<file path="config.mk">
export PLATFORM = sky130hd
export DESIGN_NAME = ctrl_seq
export DESIGN_NICKNAME = d
export VERILOG_FILES = /design/src/rtl/ctrl_seq.sv
export SDC_FILE = /design/constraint.sdc
export NUM_CORES = 1
export LEC_CHECK = 0
export CORE_MARGIN = 4
export CORE_UTILIZATION = 45
export DETAILED_ROUTE_END_ITERATION = 12
export PLACE_DENSITY_LB_ADDON = 0.25
export SETUP_SLACK_MARGIN = 0.1
export SYNTH_ARGS = -nofsm -noshare
export SYNTH_HDL_FRONTEND = slang
export SYNTH_SLANG_ARGS = --single-unit
</file>
<file path="constraint.sdc">
create_clock -name clk -period 3.2 [get_ports clk]
set_clock_uncertainty 0.15 [all_clocks]
set_input_delay 0.64 -clock clk [delete_from_list [all_inputs] [get_ports clk]]
set_output_delay 0.64 -clock clk [all_outputs]
set_load 0.01 [all_outputs]
</file>
<file path="src/rtl/ctrl_seq.sv">
// rtl/ctrl_seq.sv - FETCH/EXEC control sequencer for a small single-issue CPU
//
// Purpose: two-cycle-per-instruction control FSM (IDLE, FETCH, EXEC, HALTED).
// It decodes the opcode during EXEC into datapath controls and counts retired
// instructions.
// Optional feature macro: CTRL_SEQ_STEP_EN. When it is defined, every non-HALT
// EXEC parks in PAUSE until a step pulse arrives.
//
// Ports:
//   clk      - single clock, rising edge
//   reset    - synchronous active-high reset
//   start    - level; leaves IDLE when high, ignored elsewhere
//   step     - single-step advance (used only with CTRL_SEQ_STEP_EN)
//   opcode   - current instruction opcode [5:0]
//   zero     - registered zero flag from the datapath
//   s_inc    - PC increment select (0 = take jump target)
//   s_inm    - immediate operand select
//   we       - register-file write enable
//   wez      - zero-flag write enable
//   ALUOp    - ALU operation [2:0]
//   pc_en    - PC register load enable
//   halted   - high while in HALTED
//   retired  - retired-instruction count, wraps
module ctrl_seq #(
  parameter int CNT_W = 16
) (
  input  logic             clk,
  input  logic             reset,
  input  logic             start,
  input  logic             step,
  input  logic [5:0]       opcode,
  input  logic             zero,
  output logic             s_inc,
  output logic             s_inm,
  output logic             we,
  output logic             wez,
  output logic [2:0]       ALUOp,
  output logic             pc_en,
  output logic             halted,
  output logic [CNT_W-1:0] retired
);

  localparam logic [5:0] OP_J    = 6'b010000;
  localparam logic [5:0] OP_JZ   = 6'b010001;
  localparam logic [5:0] OP_JNZ  = 6'b010010;
  localparam logic [5:0] OP_HALT = 6'b011111;

  localparam logic [CNT_W-1:0] CNT_ONE = {{(CNT_W-1){1'b0}}, 1'b1};

`ifdef CTRL_SEQ_STEP_EN
  typedef enum logic [2:0] {
    IDLE   = 3'd0,
    FETCH  = 3'd1,
    EXEC   = 3'd2,
    HALTED = 3'd3,
    PAUSE  = 3'd4
  } state_t;
`else
  typedef enum logic [2:0] {
    IDLE   = 3'd0,
    FETCH  = 3'd1,
    EXEC   = 3'd2,
    HALTED = 3'd3
  } state_t;

  // step has no function in this build; the port is kept for a uniform pinout.
  logic unused_step;
  assign unused_step = step;
`endif

  state_t           state_q, state_d;
  logic [CNT_W-1:0] retired_q, retired_d;

  always_comb begin
    state_d   = state_q;
    retired_d = retired_q;
    we        = 1'b0;
    wez       = 1'b0;
    pc_en     = 1'b0;
    s_inc     = 1'b1;
    s_inm     = 1'b0;
    ALUOp     = 3'b000;

    case (state_q)
      IDLE: begin
        if (start) state_d = FETCH;
      end

      FETCH: begin
        state_d = EXEC;
      end

      EXEC: begin
        // Every EXEC retires one instruction, HALT included.
        retired_d = retired_q + CNT_ONE;

        case (opcode[5:3])
          3'b000, 3'b001: begin
            // Register (000) and immediate (001) ALU ops share all controls
            // except the operand select.
            ALUOp = opcode[2:0];
            s_inm = opcode[3];
            we    = 1'b1;
            wez   = 1'b1;
            pc_en = 1'b1;
          end
          default: begin
            case (opcode)
              OP_J: begin
                s_inc = 1'b0;
                pc_en = 1'b1;
              end
              OP_JZ: begin
                s_inc = ~zero;
                pc_en = 1'b1;
              end
              OP_JNZ: begin
                s_inc = zero;
                pc_en = 1'b1;
              end
              OP_HALT: begin
                pc_en = 1'b0;
              end
              default: begin
                pc_en = 1'b1;
              end
            endcase
          end
        endcase

        if (opcode == OP_HALT) begin
          state_d = HALTED;
        end else begin
`ifdef CTRL_SEQ_STEP_EN
          state_d = PAUSE;
`else
          state_d = FETCH;
`endif
        end
      end

      HALTED: begin
        state_d = HALTED;
      end

`ifdef CTRL_SEQ_STEP_EN
      PAUSE: begin
        if (step) state_d = FETCH;
      end
`endif

      default: begin
        state_d = IDLE;
      end
    endcase
  end

  always_ff @(posedge clk) begin
    if (reset) begin
      state_q   <= IDLE;
      retired_q <= '0;
    end else begin
      state_q   <= state_d;
      retired_q <= retired_d;
    end
  end

  assign halted  = (state_q == HALTED);
  assign retired = retired_q;

endmodule
</file>
==> results_dict.tcl <==
set metrics [dict create \
    die_area_mm2 0.00282 \
    synthAdderAreaFrac_pct 1.36 \
    maxSlewViolCount 0 \
    worstSetupPathType "input port to primary output" \
    syn-num-nets 119 \
    p_leak_nw 0.479 \
    cts_sinks 18 \
    startpoint "opcode[0]" \
    worst_setup_path_end_kind "primary output" \
    antenna_found_initial 0 \
    die_w_um 53.1 \
    period_needed_ns 2.94 \
    whs_ns 0.344 \
    clockBufferDepth 2 \
    io_buffers 34 \
    peakVddDrop_mv 0.279 \
    clk_pin_slew_ns 0.09 \
    final_net_count 152 \
    yosys_warnings 0 \
    postSynthAreaPerCell_um2 8.57 \
    grt_setup_unrepaired "false" \
    h-tree-depth 1 \
    gp_congestion 0.793 \
    status "finished clean" \
    cts_buffers 3 \
    setup.worst_path.start_class "input port" \
    routedWlPerCell_um 12.2 \
    grt-ovfl-total 0 \
    instances_no_fill 166 \
    hold_path_class "flop to flop" \
    tns_ns 0 \
    worstPathArrival_ns 2.15 \
    synth-simple-area-share_pct 35.3 \
    yosysSeqAreaShare_pct 39.3 \
    most-common-layout-cells "clkdlybuf4s50_1 (34), nor2_1 (18), dfxtp_1 (18)" \
    drive_gt1_share_pct 8.63 \
    dr.pass1.iters 4 \
    grt_max_degree 15 \
    setup_viol_count_final 0 \
    drv_cap 0 \
    cts_tree "done" \
    hp-start "retired[1]$_SDFFE_PP0P_" \
    wirelength_mm 2.02 \
    tightest_slew_ns 0.401 \
    die_h_um 53.1 \
    start_util_pct 47.2 \
    pin_count 36 \
    area_growth_pct 41.6 \
    vias 823 \
    hold_viol 0 \
    period_share_pct 92.0 \
    synth-seq-cells 18 \
    syn_inst 107 \
    synth_top_family_by_area "simple AND/OR/NAND/NOR gates" \
    relSlewSlack_pct 73.2 \
    core.rowCount 16 \
    synth_compound_area_share_pct 5.18 \
    first_iter_violations 7 \
    post-route-drc-count 0 \
    insertion_delay_ns 0.29 \
    final_common_cell "clkdlybuf4s50_1" \
    synth_xor_area_share_pct 10.5 \
    clock_tree.root_cell "clkbuf_4" \
    grt.total_usage_pct 16.5 \
    utilization_pct 66.9 \
    hpwl_mm 1.55 \
    antenna_cells 0 \
    r2r_start "retired[2]$_SDFFE_PP0P_" \
    core_area_mm2 0.00194 \
    crit_required_ns 2.41 \
    power_density_mw_per_mm2 307 \
    yosys-mux-area-fraction_pct 3.27 \
    nFillCells 169 \
    grt_pass1_vias 790 \
    cp_max_fo 3 \
    synth_area_um2 917 \
    via_per_inst 4.96 \
    fmax_ghz 0.340 \
    grt_pass1_wl_mm 3.46 \
    ant_nets 0 \
    dp_cells 162 \
    synthDistinctLibCells 30 \
    post_cts_buffers 0 \
]
stage by stage:
step / power (mW) / setup slack (ns) / instance area [um2]
after floorplan: 0.247 / 1.04 / 917
after global placement: 0.267 / 0.204 / 1260
after detailed placement: 0.269 / 0.123 / 1260
after CTS: 0.405 / 0.140 / 1290
after global routing: 0.416 / 0.118 / 1300
final: 0.399 / 0.257 / 1300
layer usage:
metal | vias up | GRT usage, % | share of wire, %
met3 | 2 | 5.35 | 4.4
li1 | 430 | - | -
met5 | - | 0 | 0
met1 | 378 | 20.8 | 45
met2 | 13 | 27.3 | 50
met4 | 0 | 3.83 | 0.35
cell usage after synthesis:
cell type | n | area share [%]
dfxtp_1 | 18 | 39
nor2_1 | 18 | 7.4
xor2_1 | 10 | 9.5
and2_1 | 8 | 5.5
nand2_1 | 7 | 2.9
a21oi_1 | 5 | 2.7
nand3_1 | 5 | 2.7
nand4_1 | 5 | 3.4
nor2b_1 | 4 | 2.7
and4_1 | 3 | 2.9
buf_4 | 2 | 1.6
clkbuf_1 | 2 | 0.82
mux2_4 | 2 | 3.3
nand3_2 | 2 | 2.2
a2111oi_0 | 1 | 0.96
a31o_2 | 1 | 0.96
and3_1 | 1 | 0.68
and4_4 | 1 | 1.2
and4b_1 | 1 | 1.1
buf_1 | 1 | 0.41
buf_2 | 1 | 0.55
buf_6 | 1 | 1.2
ha_1 | 1 | 1.4
inv_1 | 1 | 0.41
nand2b_1 | 1 | 0.68
nor3_1 | 1 | 0.55
nor3b_1 | 1 | 0.82
o21ai_0 | 1 | 0.55
or3_1 | 1 | 0.68
xnor2_1 | 1 | 0.96
cells by family (layout without fill, tap and decap cells):
kind of cell,after synthesis,count (layout)
adders and majority gates,1,1
DFF,18,18
buffers and inverters,8,40
AOI/OAI and AO/OA,8,8
and+or+nand+nor,59,59
xor gates and xnor gates,11,11
muxes,2,2
final cells by class:
cell class	instances	area, um2	share of cell area (%)
timing repair buffer	35	348	26.8
inverter	1	3.75	0.289
tap	27	33.8	2.60
multi-input combinational	81	517	39.8
sequential	18	360	27.7
clock buffer	4	36.3	2.79
where the power goes:
group          leakage [nW]  switching, mW  internal [mW]
clock                0.0210         0.0664         0.0693
sequential            0.145        0.00265          0.226
combinational         0.313         0.0148         0.0198
path summary, 6_finish.rpt:
check	depth (start not counted)	endpoint	slack, ns
hold / removal	2	retired[1]$_SDFFE_PP0P_	0.34
hold reg to reg	2	retired[1]$_SDFFE_PP0P_	0.34
setup reg to reg	4	retired[15]$_SDFFE_PP0P_	1.39
setup / recovery	5	s_inc	0.26
flip-flops by register name (all words and copies together) (netlist names):
signal / count
retired: 16
state_q: 2
timing repair:
item | CTS | global route
hold buffers | 0 | 0
gates resized for setup | 0 | 2
endpoints found under the setup margin | 0 | 7
worst max-delay path, stage by stage:
cell and delay (ns):
clkdlybuf4s50_1 0.43, nor2b_1 0.14, a2111oi_1 0.34, nand3_1 0.12, clkdlybuf4s50_1 0.49
Power figures use the tool's default switching activity.
